--- src/rtl/fetch_pkg.sv ---
// Shared definitions for the fetch-stage controller: FSM state encoding and
// the default sequential PC increment.
package fetch_pkg;

    typedef enum logic [1:0] {
        BOOT = 2'd0,
        RUN  = 2'd1,
        WAIT = 2'd2
    } state_e;

    localparam int unsigned PC_INC = 4;

endpackage

--- src/rtl/fetch_redirect_buf.sv ---
// Single-entry holding register for a branch/jump redirect that arrives while
// instruction memory is stalled. A new set overwrites the held target.
module fetch_redirect_buf #(
    parameter int unsigned ADDR_W = 32
) (
    input  logic              clk,
    input  logic              rst,
    input  logic              set,
    input  logic              clr,
    input  logic [ADDR_W-1:0] target,
    output logic              pend_valid,
    output logic [ADDR_W-1:0] pend_target
);

    logic              valid_q, valid_d;
    logic [ADDR_W-1:0] target_q, target_d;

    // NOTE: every always_comb output gets a default first so no latch is inferred.
    always_comb begin
        valid_d  = valid_q;
        target_d = target_q;
        if (set) begin
            valid_d  = 1'b1;
            target_d = target;
        end else if (clr) begin
            valid_d  = 1'b0;
        end
    end

    // NOTE: the target is data-only and is read solely while valid_q is set, so it needs no reset.
    always_ff @(posedge clk) begin
        if (rst) begin
            valid_q <= 1'b0;
        end else begin
            valid_q <= valid_d;
        end
        target_q <= target_d;
    end

    assign pend_valid  = valid_q;
    assign pend_target = target_q;

endmodule

--- src/rtl/fetch_sequencer.sv ---
// Fetch-stage controller: chooses the next PC, drives the PC write enable and
// the IF/ID and ID/EX hazard controls, buffering redirects during imem waits.
module fetch_sequencer #(
    parameter int unsigned ADDR_W      = 32,
    parameter int unsigned PC_INC      = fetch_pkg::PC_INC,
    parameter int unsigned BOOT_CYCLES = 2
) (
    input  logic              Clk,
    input  logic              Reset,
    input  logic [ADDR_W-1:0] PC,
    input  logic              ImemReady,
    input  logic              LoadUseStall,
    input  logic              BranchTaken,
    input  logic [ADDR_W-1:0] BranchTarget,
    input  logic              Jump,
    input  logic [ADDR_W-1:0] JumpTarget,
    output logic [ADDR_W-1:0] NextPC,
    output logic              NotStall,
    output logic              IFIDWrite,
    output logic              IFIDFlush,
    output logic              IDEXFlush,
    output logic [31:0]       StallCount
);

    import fetch_pkg::*;

    localparam logic [ADDR_W-1:0] INC       = ADDR_W'(PC_INC);
    localparam logic [3:0]        BOOT_INIT = 4'(BOOT_CYCLES - 1);

    state_e            state_q, state_d;
    logic [3:0]        boot_cnt_q, boot_cnt_d;
    logic [31:0]       stall_cnt_q, stall_cnt_d;

    logic              redirect;
    logic [ADDR_W-1:0] redirect_target;
    logic [ADDR_W-1:0] seq_pc;
    logic              pend_valid, pend_set, pend_clr;
    logic [ADDR_W-1:0] pend_target;

    // Jump resolves in the same stage as branches and takes precedence.
    assign redirect        = Jump | BranchTaken;
    assign redirect_target = Jump ? JumpTarget : BranchTarget;
    assign seq_pc          = PC + INC;

    fetch_redirect_buf #(
        .ADDR_W(ADDR_W)
    ) u_redirect_buf (
        .clk        (Clk),
        .rst        (Reset),
        .set        (pend_set),
        .clr        (pend_clr),
        .target     (redirect_target),
        .pend_valid (pend_valid),
        .pend_target(pend_target)
    );

    always_comb begin
        state_d    = state_q;
        boot_cnt_d = boot_cnt_q;
        NextPC     = PC;
        NotStall   = 1'b0;
        IFIDWrite  = 1'b0;
        IFIDFlush  = 1'b0;
        IDEXFlush  = 1'b0;
        pend_set   = 1'b0;
        pend_clr   = 1'b0;

        unique case (state_q)
            BOOT: begin
                NextPC    = '0;
                IFIDFlush = 1'b1;
                IDEXFlush = 1'b1;
                if (boot_cnt_q == 4'd0) begin
                    state_d = RUN;
                end else begin
                    boot_cnt_d = boot_cnt_q - 4'd1;
                end
            end
            RUN: begin
                if (redirect && ImemReady) begin
                    NextPC    = redirect_target;
                    NotStall  = 1'b1;
                    IFIDWrite = 1'b1;
                    IFIDFlush = 1'b1;
                end else if (!ImemReady) begin
                    IFIDFlush = 1'b1;
                    pend_set  = redirect;
                    state_d   = WAIT;
                end else if (LoadUseStall) begin
                    IDEXFlush = 1'b1;
                end else begin
                    NextPC    = seq_pc;
                    NotStall  = 1'b1;
                    IFIDWrite = 1'b1;
                end
            end
            WAIT: begin
                IFIDFlush = 1'b1;
                if (ImemReady) begin
                    NotStall = 1'b1;
                    pend_clr = 1'b1;
                    state_d  = RUN;
                    // A redirect arriving on the ready cycle is newer than anything buffered.
                    if (redirect) begin
                        NextPC = redirect_target;
                    end else if (pend_valid) begin
                        NextPC = pend_target;
                    end else begin
                        NextPC    = seq_pc;
                        IFIDWrite = 1'b1;
                        IFIDFlush = 1'b0;
                    end
                end else begin
                    pend_set = redirect;
                end
            end
            default: begin
                state_d = BOOT;
            end
        endcase

        stall_cnt_d = stall_cnt_q;
        if (state_q != BOOT && !NotStall && stall_cnt_q != 32'hFFFF_FFFF) begin
            stall_cnt_d = stall_cnt_q + 32'd1;
        end
    end

    always_ff @(posedge Clk) begin
        if (Reset) begin
            state_q     <= BOOT;
            boot_cnt_q  <= BOOT_INIT;
            stall_cnt_q <= '0;
        end else begin
            state_q     <= state_d;
            boot_cnt_q  <= boot_cnt_d;
            stall_cnt_q <= stall_cnt_d;
        end
    end

    assign StallCount = stall_cnt_q;

endmodule

--- config.mk ---
export PLATFORM = sky130hd
export DESIGN_NAME = fetch_sequencer
export DESIGN_NICKNAME = d
export VERILOG_FILES = /design/src/rtl/fetch_pkg.sv /design/src/rtl/fetch_redirect_buf.sv /design/src/rtl/fetch_sequencer.sv
export SDC_FILE = /design/constraint.sdc
export NUM_CORES = 1
export LEC_CHECK = 0
export ABC_AREA = 1
export BUFFER_PORTS_ARGS = -buffer_cell sky130_fd_sc_hd__buf_2
export CAP_MARGIN = 15
export CORE_MARGIN = 3
export CORE_UTILIZATION = 30
export DETAILED_ROUTE_END_ITERATION = 6
export PLACE_DENSITY = 0.58
export SLEW_MARGIN = 20
export SYNTH_ARGS = -nofsm -noshare
export SYNTH_HDL_FRONTEND = slang
export SYNTH_SLANG_ARGS = --single-unit
--- constraint.sdc ---
create_clock -name Clk -period 9.4 [get_ports Clk]
set_input_delay 0.94 -clock Clk [delete_from_list [all_inputs] [get_ports Clk]]
set_output_delay 0.94 -clock Clk [all_outputs]
set_load 0.05 [all_outputs]
## Yosys cells after proc, flatten, opt, wreduce, memory -nomap -nowiden

Cells that the tools add are included.
W data, S select, Z words.

- Word-level logic and storage cells: 65
- Flip-flop bits (word level): 71

- Reduce and logical (&&, ||, !) cells: 10
- Add/subtract/negate cells: 3
- Muxes and demuxes: 38
- Bitwise gates (word level): 2
- Equal/unequal tests: 7

Operators with widths:

| cell | number |
|---|---|
| $mux W32 | 7 |
| $pmux W32 S3 | 1 |
| $add A32 B1 Y32 const B | 1 |
| $add A32 B3 Y32 const B | 1 |
| $ne A32 B32 Y1 const B | 1 |
| $mux W1 | 20 |
| $mux W2 | 4 |
| $ne A2 B2 Y1 const B | 4 |
| $pmux W1 S2 | 4 |
| $pmux W2 S3 | 1 |
| $logic_not A4 Y1 | 1 |
| $reduce_and A4 Y1 | 1 |
| $reduce_bool A2 Y1 | 2 |
| $sub A4 B1 Y4 const B | 1 |
| $logic_and A1 B1 Y1 | 3 |
| $pmux W1 S3 | 1 |
| $eq A2 B1 Y1 const B | 1 |
| $eq A2 B2 Y1 const B | 1 |
| $logic_not A2 Y1 | 1 |
| $reduce_and A2 Y1 | 1 |
| $logic_not A1 Y1 | 1 |
| $not A1 Y1 | 1 |
| $or A1 B1 Y1 | 1 |

## Depth between registers and ports, before layout

- Depth in word-level cells: 7
- Depth in mapped cells: 14

## Cells and area by module

Synthesis repeated with hierarchy kept, for this count alone.

- Cell total of the unflattened synthesis: 1,143
- Area total of the unflattened synthesis: 6,670.1 µm²

Modules (own cells, without submodules):

| module | cells an instance | times used | area an instance (µm²) | seq. area each (µm²) |
|---|---|---|---|---|
| fetch_sequencer | 1,106 | 1 | 5,669.2 | 760.7 |
| fetch_redirect_buf | 37 | 1 | 1,001.0 | 980.9 |

## Least setup slack after synthesis

OpenSTA, ideal clock, no wires.

- Kind: input-to-reg
- Start point: in ImemReady
- End point: reg u_redirect_buf.target_q[0] (netlist: u_redirect_buf.pend_target[0]), enable pin
- Arrival: 4,489 ps
- Buffers on the path: 2
- Path slack: 4,406 ps
- Required time: 8,896 ps
- Stages on the path: 3
- Path through: buf_6 clkbuf_1 nor4_1

- Word-level cells in the longest chain between the ends: 3
- Elaborated cells on any way between the ends: 4

Ends and longest elaborated chain:

| what | RTL line | source |
|---|---|---|
| from (decl) | fetch_sequencer.sv:11 | `input logic ImemReady,` |
| $mux W1 or $logic_and A1 B1 Y1 (tied branches) | fetch_sequencer.sv:85, fetch_sequencer.sv:99, fetch_sequencer.sv:80 |  |
| $mux W1 | fetch_sequencer.sv:80 | `if (redirect && ImemReady) begin` |
| $pmux W1 S2 * | fetch_sequencer.sv:68 | `unique case (state_q)` |
| via pend_set | fetch_sequencer.sv:37 | `logic pend_valid, pend_set, pend_clr;` |
| to (signal assigned) | fetch_redirect_buf.sv:37 | `target_q <= target_d;` |
| to (decl) | fetch_redirect_buf.sv:16 | `logic [ADDR_W-1:0] target_q, target_d;` |

The timed path passes the listed nets; every way through them passes the cells marked *.
A chain may end at the register's enable or synchronous reset.

## Worst setup path after layout

- Start point: in ImemReady
- End point: out NextPC[21]

- Word-level cells in the longest chain between the ends: 3
- Elaborated cells on any way between the ends: 5

Ends and longest elaborated chain:

| what | RTL line | source |
|---|---|---|
| $mux W32 or $logic_and A1 B1 Y1 (tied branches) | fetch_sequencer.sv:85, fetch_sequencer.sv:80 |  |
| $mux W32 | fetch_sequencer.sv:80 |  |
| $pmux W32 S3 * | fetch_sequencer.sv:68 |  |
| to (decl) | fetch_sequencer.sv:17 | `output logic [ADDR_W-1:0] NextPC,` |

Every way passes the cells marked *; elsewhere a longest branch is shown, timed or not.

==> impl_metrics.yaml <==
layout:
  diodes: 0
  fill_cells: 2484
  layout_common_cells: "nand2_1, buf_2, nor2_1, inv_1, a21oi_1"
  final_common_cell: "nand2_1"
  postLayoutCellArea_um2: 8092
  final_layout_size_suffix_gt1_share_pct: 17.25
  fin_nets: 1455
  area_delta_synth_final_pct: 18.53
  instances_no_fill: 1631
timing:
  worst_slew_pin_slew_ns: 0.9553
  slew_headroom_pct: 36.17
  fin_crit_ns: 4.419
  setup_viol: 0
  hold_viol_final: 0
  finalCritPeriodShare_pct: 47.02
  slew_violations: 0
  skew_ns: 0.004598
  fmax_mhz: 226.3
  rsz0062_at_grt: "false"
  fin_tns_setup_ns: 0
min_path:
  hold_depth: 2
  hold_class: "reg2reg"
global_route:
  gr-total-overflow: 0
  grt_pass1_vias: 7364
  grt_pass1_wl_um: 38610
  grt.total_usage_pct: 19.66
  antenna_found_initial: 1
  grt_max_degree: 56
place:
  io_buffer_count: 169
  place_area_um2: 7829
  place.gp.congestion: 0.9173
  hpwl_um: 18150
  placed_cells: 1615
setup_path:
  start_kind: "input pin"
  crit_arrival_ns: 3.48
  critical_path.most_common_cell: "nand2_1"
  end_kind: "primary output"
  cp_max_fo: 28
  max_stage_delay_ns: 0.66
  rr_worst_depth: 13
  crit_type: "in2out"
  cp_data_required_time_ns: 8.46
  crit_slowest_cell: "inv_1"
  crit_chain: "buf_2, inv_2, nor2_1, nand2_2, inv_1, nand3_1, nand2_1, nand2_1, nand2_1, o21ai_0, buf_2"
synth:
  ys_warn_count: 0
  avgSynthCellArea_um2: 5.660
  syn_inst: 1206
  synthArstFlopShare_pct: 0
  synth_cell_types: 39
  syn_area_um2: 6827
  synth_fp_nets: 1315
  ys.flop_type: "dfxtp_1"
  synth-seq-cells: 71
  synth-edff-count: 32
  synth-seq-area-share_pct: 25.51
cts:
  clkTransAtPathRegs_ns: 0.06
  clockRootBuffer: "clkbuf_16"
  worstSkewPairLatency_ns: 0.35
  clk_path_buf_depth: 2
  tritoncts: "built"
  ctsHoldBuffers: 0
  cts_setup_buffers: 0
  post_cts_resized: 0
  cts_buffers: 9
  htree_levels: 3
  cts.sinks: 71
floorplan:
  coreArea_um2: 22090
  die_h_um: 156.9
  initial_core_util_pct: 30.90
  io_pins: 170
  die_area_um2: 24600
  die_x_um: 156.9
  fp-row-count: 54
route:
  dr.pass1.iters: 5
  vias_per_cell: 4.869
  wirelength_um: 24700
  num_vias: 7942
  post_drt_wl_per_cell_um: 15.14
  drt_iter0_drc: 482
  ant_nets: 0
  drc: 0
run:
  max-cap-violations: 0
power_and_ir_drop:
  powerDensity_nw_per_um2: 210.5
  ir_drop_mv: 0.09981
  p_leak_uw: 0.003852
run_status:
  status: "completed"
stage by stage:
stage	util [%]	hold slack [ns]	power (uW)	setup slack, ns
floorplan	-	0.4289	1162	4.406
global placement	35.43	0.4441	1386	5.019
detailed placement	35.43	0.4492	1386	5.000
CTS	36.62	0.4640	1720	4.980
global route	36.62	0.5046	1822	4.793
finish	36.62	0.4572	1703	4.981
cells by family after synthesis:
family | count (synthesis) | share of synthesized area [%]
AO/OA/AOI/OAI | 179 | 14.57
AND/OR/NAND/NOR | 744 | 44.35
adder cells (fa/ha/maj) | 7 | 1.283
buffers and inverters | 181 | 11.20
flip-flops | 71 | 25.51
XOR/XNOR | 24 | 3.079
critical path, delay by kind of cell:
kind | cells | cell delay, ns
compound gates | 1 | 0.09
buf+inv | 4 | 1.67
simple gates | 6 | 0.74
synthesized netlist by cell type (5+ instances only):
library cell,count,area (um2)
dfxtp_1,39,780.8
nand2_1,496,1862
nor2_4,5,56.30
nand3b_1,10,75.07
a21oi_1,82,410.4
nand3_1,44,220.2
ha_1,7,87.58
nor2_1,149,559.3
inv_1,122,457.9
buf_2,18,90.09
inv_2,10,37.54
o211ai_1,25,187.7
nor2_2,5,31.28
clkbuf_1,18,67.56
xor2_1,20,175.2
nand2_2,10,62.56
buf_6,7,78.83
nor3_1,11,55.05
edfxtp_1,32,960.9
o21ai_0,60,300.3
sequential cells by signal, indices dropped and copies added (netlist names):
signal and count:
u_redirect_buf.pend_target 32, u_redirect_buf.pend_valid 1, state_q 2, boot_cnt_q 4
StallCount 32
power breakdown:
group / internal [uW] / leakage, uW / switching [uW]
registers: 358 / 0.000604 / 18.5
clock network: 177 / 0.000135 / 147
logic: 238 / 0.00311 / 765
total: 772 / 0.00385 / 931
layer usage:
layer / share of wire (%) / track usage, %
met5: 0.081 / 0
met4: 1.8 / 5.502
met3: 6.4 / 3.208
met2: 47 / 33.79
met1: 45 / 25.43
area by class of cell:
cell class	instances	area, um2	share of cell area [%]
multi-input combinational	954	4329	53.50
timing repair buffer	177	905.9	11.20
clock inverter	7	37.54	0.4639
inverter	133	501.7	6.201
tap	280	350.3	4.330
clock buffer	9	225.2	2.783
sequential	71	1742	21.52
final timing paths:
| check | from | end | slack (ns) |
|---|---|---|---|
| min reg2reg | boot_cnt_q[0] | boot_cnt_q[0] | 0.46 |
| min | boot_cnt_q[0] | boot_cnt_q[0] | 0.46 |
| max reg2reg | state_q[1] | StallCount[6] | 6.49 |
| max | ImemReady | NextPC[21] | 4.98 |
(Power assumes the default switching activity.)
